--- config.mk ---
export PLATFORM = sky130hd
export DESIGN_NAME = ahb_rand_arbiter
export DESIGN_NICKNAME = d
export VERILOG_FILES = /design/src/rtl/ahb_arb_pkg.sv /design/src/rtl/arb_lfsr6.sv /design/src/rtl/ahb_rand_arbiter.sv
export SDC_FILE = /design/constraint.sdc
export NUM_CORES = 1
export LEC_CHECK = 0
export BUFFER_PORTS_ARGS = -buffer_cell sky130_fd_sc_hd__buf_2
export CORE_AREA = 4 4 58 60
export DETAILED_ROUTE_END_ITERATION = 6
export DIE_AREA = 0 0 62 64
export PLACE_DENSITY = 0.76
export RECOVER_POWER = 100
export SLEW_MARGIN = 20
export SYNTH_ARGS = -nofsm -noshare
export SYNTH_HDL_FRONTEND = slang
export SYNTH_SLANG_ARGS = --single-unit
--- constraint.sdc ---
create_clock -name hclk -period 4.5 [get_ports hclk]
set_input_delay 0.225 -clock hclk [delete_from_list [all_inputs] [get_ports hclk]]
set_output_delay 0.225 -clock hclk [all_outputs]
set_load 0.1 [all_outputs]
--- src/rtl/ahb_arb_pkg.sv ---
// AHB random/round-robin arbiter: shared encodings.
// Provides htrans codes, the arbiter FSM state type and the master count.
package ahb_arb_pkg;

    localparam int NUM_M = 4;

    localparam logic [1:0] HTRANS_IDLE   = 2'b00;
    localparam logic [1:0] HTRANS_BUSY   = 2'b01;
    localparam logic [1:0] HTRANS_NONSEQ = 2'b10;
    localparam logic [1:0] HTRANS_SEQ    = 2'b11;

    typedef enum logic [1:0] {
        ST_IDLE   = 2'd0,
        ST_BUSY   = 2'd1,
        ST_LOCKED = 2'd2
    } arb_state_e;

    // One-hot (4) to index; input is always one-hot here.
    function automatic logic [1:0] oh2idx(input logic [3:0] oh);
        return {oh[3] | oh[2], oh[3] | oh[1]};
    endfunction

endpackage

--- src/rtl/arb_lfsr6.sv ---
// 6-bit maximal-length LFSR (period 63) used as the random scan start.
// Ports: hclk, reset (async, active-high), q = current state.
module arb_lfsr6 #(
    parameter logic [5:0] SEED = 6'h01
) (
    input  logic       hclk,
    input  logic       reset,
    output logic [5:0] q
);

    // The all-zero state would lock up the register.
    localparam logic [5:0] INIT = (SEED == 6'h00) ? 6'h01 : SEED;

    logic [5:0] r_q;

    always_ff @(posedge hclk or posedge reset) begin
        if (reset) begin
            r_q <= INIT;
        end else begin
            r_q <= {r_q[4:0], r_q[5] ^ r_q[0]};
        end
    end

    assign q = r_q;

endmodule

--- src/rtl/ahb_rand_arbiter.sv ---
// AHB bus arbiter for 4 masters with random-start or round-robin priority.
// In: hclk, reset, hbusreq, hlock, hready, htrans, mode_rand.
// Out: hgrant (one-hot), hmaster, hmastlock, rand_q (LFSR state).
module ahb_rand_arbiter
    import ahb_arb_pkg::*;
#(
    parameter logic [5:0] SEED      = 6'h01,
    parameter int         MAX_BEATS = 8
) (
    input  logic       hclk,
    input  logic       reset,
    input  logic [3:0] hbusreq,
    input  logic [3:0] hlock,
    input  logic       hready,
    input  logic [1:0] htrans,
    input  logic       mode_rand,
    output logic [3:0] hgrant,
    output logic [1:0] hmaster,
    output logic       hmastlock,
    output logic [5:0] rand_q
);

    localparam logic [5:0] BEAT_MAX = 6'(MAX_BEATS - 1);

    logic [3:0] r_gnt;
    logic [1:0] r_mst;
    logic       r_mlk;
    logic [5:0] r_beat;
    arb_state_e r_state;

    logic [5:0] w_rand;
    logic [1:0] w_own;
    logic       w_own_req;
    logic       w_others;
    logic       w_full;
    logic       w_hold;
    logic       w_limit;
    logic       w_ap;
    logic       w_xfer;
    logic [1:0] w_start;
    logic [3:0] w_cand;
    logic [3:0] w_rot;
    logic [1:0] w_off;
    logic       w_found;
    logic [1:0] w_win;
    logic [3:0] w_next_gnt;
    arb_state_e w_nst;

    arb_lfsr6 #(
        .SEED (SEED)
    ) u_lfsr (
        .hclk  (hclk),
        .reset (reset),
        .q     (w_rand)
    );

    assign w_own     = oh2idx(r_gnt);
    assign w_own_req = hbusreq[w_own];
    assign w_others  = |(hbusreq & ~r_gnt);
    assign w_full    = (r_beat == BEAT_MAX);
    assign w_hold    = (r_state == ST_LOCKED) && hlock[w_own];

    // Owner still wants the bus but has used its beat quota.
    assign w_limit = (r_state != ST_IDLE) && w_own_req
                   && w_full && w_others;

    assign w_ap = hready && !w_hold
               && ((r_state == ST_IDLE) || !w_own_req || w_limit);

    assign w_xfer = (htrans == HTRANS_NONSEQ)
                 || (htrans == HTRANS_SEQ);

    assign w_start = mode_rand ? w_rand[1:0] : w_own + 2'd1;

    // A quota-forced owner sits out the scan it caused.
    assign w_cand  = hbusreq & ~(w_limit ? r_gnt : 4'b0000);
    assign w_found = |w_cand;

    // Rotate so that bit 0 is the scan start; first set bit wins.
    assign w_rot = 4'({w_cand, w_cand} >> w_start);

    always_comb begin
        w_off = 2'd3;
        if (w_rot[0]) begin
            w_off = 2'd0;
        end else if (w_rot[1]) begin
            w_off = 2'd1;
        end else if (w_rot[2]) begin
            w_off = 2'd2;
        end
    end

    assign w_win = w_start + w_off;

    always_comb begin
        w_next_gnt = r_gnt;
        if (w_ap) begin
            w_next_gnt = w_found ? (4'b0001 << w_win) : 4'b0001;
        end
    end

    always_comb begin
        w_nst = r_state;
        unique case (1'b1)
            !hready: w_nst = r_state;
            w_ap:    w_nst = w_found ? ST_BUSY : ST_IDLE;
            default: w_nst = hlock[w_own] ? ST_LOCKED : ST_BUSY;
        endcase
    end

    always_ff @(posedge hclk or posedge reset) begin
        if (reset) begin
            r_gnt   <= 4'b0001;
            r_mst   <= 2'd0;
            r_mlk   <= 1'b0;
            r_beat  <= 6'd0;
            r_state <= ST_IDLE;
        end else if (hready) begin
            r_gnt   <= w_next_gnt;
            r_mst   <= w_own;
            r_mlk   <= hlock[w_own];
            r_state <= w_nst;
            if (w_next_gnt != r_gnt) begin
                r_beat <= 6'd0;
            end else if (w_xfer && !w_full) begin
                r_beat <= r_beat + 6'd1;
            end
        end
    end

    assign hgrant    = r_gnt;
    assign hmaster   = r_mst;
    assign hmastlock = r_mlk;
    assign rand_q    = w_rand;

endmodule

==> flow_metrics.env <==
export IMPL_place_congestion=0.852
export IMPL_synth_cells_most_frequent="dfrtp_1, nand2_1, nor2_1"
export IMPL_max_slew_margin_pct=21.6
export IMPL_synth_area_leader_cell="dfrtp_1"
export IMPL_final_cells=220
export IMPL_synth_top_area_share_pct=31.7
export IMPL_die_h_um=64
export IMPL_drt_iter0_markers=80
export IMPL_clock_sinks=21
export IMPL_seq_area_frac_synth_pct=35.2
export IMPL_dp_cells=215
export IMPL_ctsResizeCount=0
export IMPL_finalNetCount=204
export IMPL_syn_num_nets=179
export IMPL_crit_path_start_kind="flip-flop"
export IMPL_start_util_pct=51.2
export IMPL_root_buffer="clkbuf_4"
export IMPL_finalClockSkew_ns=0.00233
export IMPL_ys_warn_count=0
export IMPL_syn_inst=163
export IMPL_worst_slew_pin_slew_ns=1.18
export IMPL_post_route_min_period_ns=3.96
export IMPL_design_core_area_um2=2930
export IMPL_wl_per_cell_um=15.1
export IMPL_rows=20
export IMPL_worstPathMaxFanout=11
export IMPL_fmax_mhz=252
export IMPL_avgSynthCellArea_um2=9.20
export IMPL_cts_made_buffers=3
export IMPL_required_ns=4.70
export IMPL_max_cap_violations=0
export IMPL_hold_viol=0
export IMPL_cts_max_path_buffers=2
export IMPL_r2r_end="r_beat[2]$_DFFE_PP0P_"
export IMPL_synth_distinct_cells=59
export IMPL_place_port_buffers=25
export IMPL_ios=27
export IMPL_grt_usage_pct=17.9
export IMPL_syn2layout_area_growth_pct=7.85
export IMPL_netlist_top_cells_area="dfrtp_1, nand2_1, nand3_1"
export IMPL_power_leakage_uw=0.000668
export IMPL_async_reset_ff_share_pct=100
export IMPL_insertion_delay_ns=0.30
export IMPL_rrSetupSlack_ns=0.54
export IMPL_synth_area_um2=1500
export IMPL_synth_edf_count=0
export IMPL_synth_ff_type="dfrtp_1"
export IMPL_status="finished, final reports clean"
export IMPL_cp_arrival_ns=4.16
export IMPL_rr_worst_depth=17
export IMPL_dr_pass1_iters=4
export IMPL_final_area_um2=1620
export IMPL_placed_cell_area_um2=1610
export IMPL_place_hpwl_um=2510
export IMPL_grt_pass1_vias=1269
export IMPL_drc=0
export IMPL_num_antenna_cells=0
export IMPL_setup_worst_path_class="flip-flop to flip-flop"
export IMPL_hp_class="input port to async pin"
export IMPL_wirelength_um=3320
export IMPL_setup_violations=0
export IMPL_ys_seq_elements=21
export IMPL_vias=1366
export IMPL_overflow=0
export IMPL_ir_worst_vdd_v=0.000359
export IMPL_reg2reg_from="hgrant[1]$_DFFE_PP0P_"
export IMPL_cts_tree="yes"
export IMPL_critical_path_endpoint_type="flip-flop"
export IMPL_layout_drive_gt1_share_pct=20.3
export IMPL_die_area_um2=3970
export IMPL_htreeDepth=1
export IMPL_clk_pin_slew_ns=0.11
export IMPL_grt_setup_unrepaired="false"
export IMPL_synth_most_common_cell="dfrtp_1"
export IMPL_p_total_uw=1040
export IMPL_post_route_period_util_pct=88.1
export IMPL_antenna_left=0
export IMPL_antenna_found_initial=0
export IMPL_grt_max_degree=22
export IMPL_fin_tns_setup_ns=0
export IMPL_powerDensity_nw_per_um2=643
export IMPL_final_max_slew_violation_count=0
export IMPL_viasPerCell=6.21
export IMPL_die_x_um=62
export IMPL_grt_pass1_wl_um=5470
export IMPL_n_fill_cell=279
==> worst max-delay path by stage <==
stage,startpoint,end,slack (ns),cells past startpoint
after CTS,hgrant[1]$_DFFE_PP0P_,r_beat[1]$_DFFE_PP0P_,0.45,16
after floorplan,hgrant[3]$_DFFE_PP0P_,r_beat[1]$_DFFE_PP0P_,0.48,19
after global routing,hgrant[1]$_DFFE_PP0P_,r_beat[2]$_DFFE_PP0P_,0.12,17
after global placement,hgrant[1]$_DFFE_PP0P_,r_beat[4]$_DFFE_PP0P_,0.65,16
after detailed placement,hgrant[1]$_DFFE_PP0P_,r_beat[1]$_DFFE_PP0P_,0.47,16
final,hgrant[1]$_DFFE_PP0P_,r_beat[2]$_DFFE_PP0P_,0.54,17
==> cells in the final DEF (no fill, tap or decap), types with 5 or more instances in the layout <==
cell      Yosys  layout
clkbuf_1      0      13
inv_1        10      10
a21oi_1       6       6
a31oi_1       5       5
nand3_1      11      11
dfrtp_1      19      19
nor2_1       13      13
o22ai_1       5       5
nand2_1      15      15
buf_2         1      12
==> flip-flops by register name, indices dropped and copies added, names as in the netlist <==
signal     count
hmastlock      1
r_state        2
u_lfsr.q       6
r_beat         6
hmaster        2
hgrant         4
==> critical path: stages (launching register included) <==
cell	delay [ns]
dfrtp_1	0.59
mux2i_1	0.16
a221oi_2	0.28
o21ai_2	0.20
o21ai_2	0.32
o21bai_1	0.17
a32oi_1	0.08
a21oi_1	0.21
ha_1	0.22
inv_1	0.07
nand2_1	0.06
and4b_2	0.25
nor4b_4	0.26
buf_4	0.20
o41ai_2	0.09
nor3_4	0.38
nand2_1	0.10
a311oi_1	0.23
==> routing by layer <==
metal  vias up  global-route usage [%]  part of all wire (%)
li1        660                       -                     -
met5         -                       0                     0
met1       652                    22.0                    42
met4         0                    2.92                  0.36
met2        50                    31.1                    50
met3         4                    4.24                   7.1
==> what timing repair did <==
action,4_1_cts,5_1_grt
endpoints found under the setup margin,0,3
endpoints found under the hold margin,0,0
setup buffers,0,1
hold buffers,0,0
==> stage by stage <==
step	hold WS, ns	worst slack (ns)	util, %
after floorplan	0.200	0.482	-
after CTS	0.0626	0.450	55.9
final	0.0472	0.537	55.2
after global placement	0.364	0.654	55.0
after global routing	0.0971	0.121	55.2
after detailed placement	0.367	0.474	55.0
==> report_power, final <==
group | total (uW) | switching (uW) | internal, uW
Combinational | 660 | 471 | 189
Clock | 86.7 | 53.6 | 33.1
Sequential | 293 | 59.9 | 233
==> final cells by class <==
type | count | area, um^2 | area share, %
Timing Repair Buffer | 26 | 116 | 7.20
Clock buffer | 3 | 22.5 | 1.39
Tap cell | 33 | 41.3 | 2.55
Clock inverter | 1 | 5.00 | 0.310
Inverter | 11 | 41.3 | 2.55
Multi-Input combinational cell | 125 | 862 | 53.3
Sequential cell | 21 | 528 | 32.7
==> cell families after synthesis <==
group	Yosys count	synth area share, %
AOI/OAI and AO/OA	53	28.3
xor gates and xnor gates	2	1.17
adders and majority gates	2	1.67
buffers and inverters	17	6.43
DFF	21	35.2
muxes	4	2.67
and+or+nand+nor	64	24.5
Power figures use the tool's default switching activity.
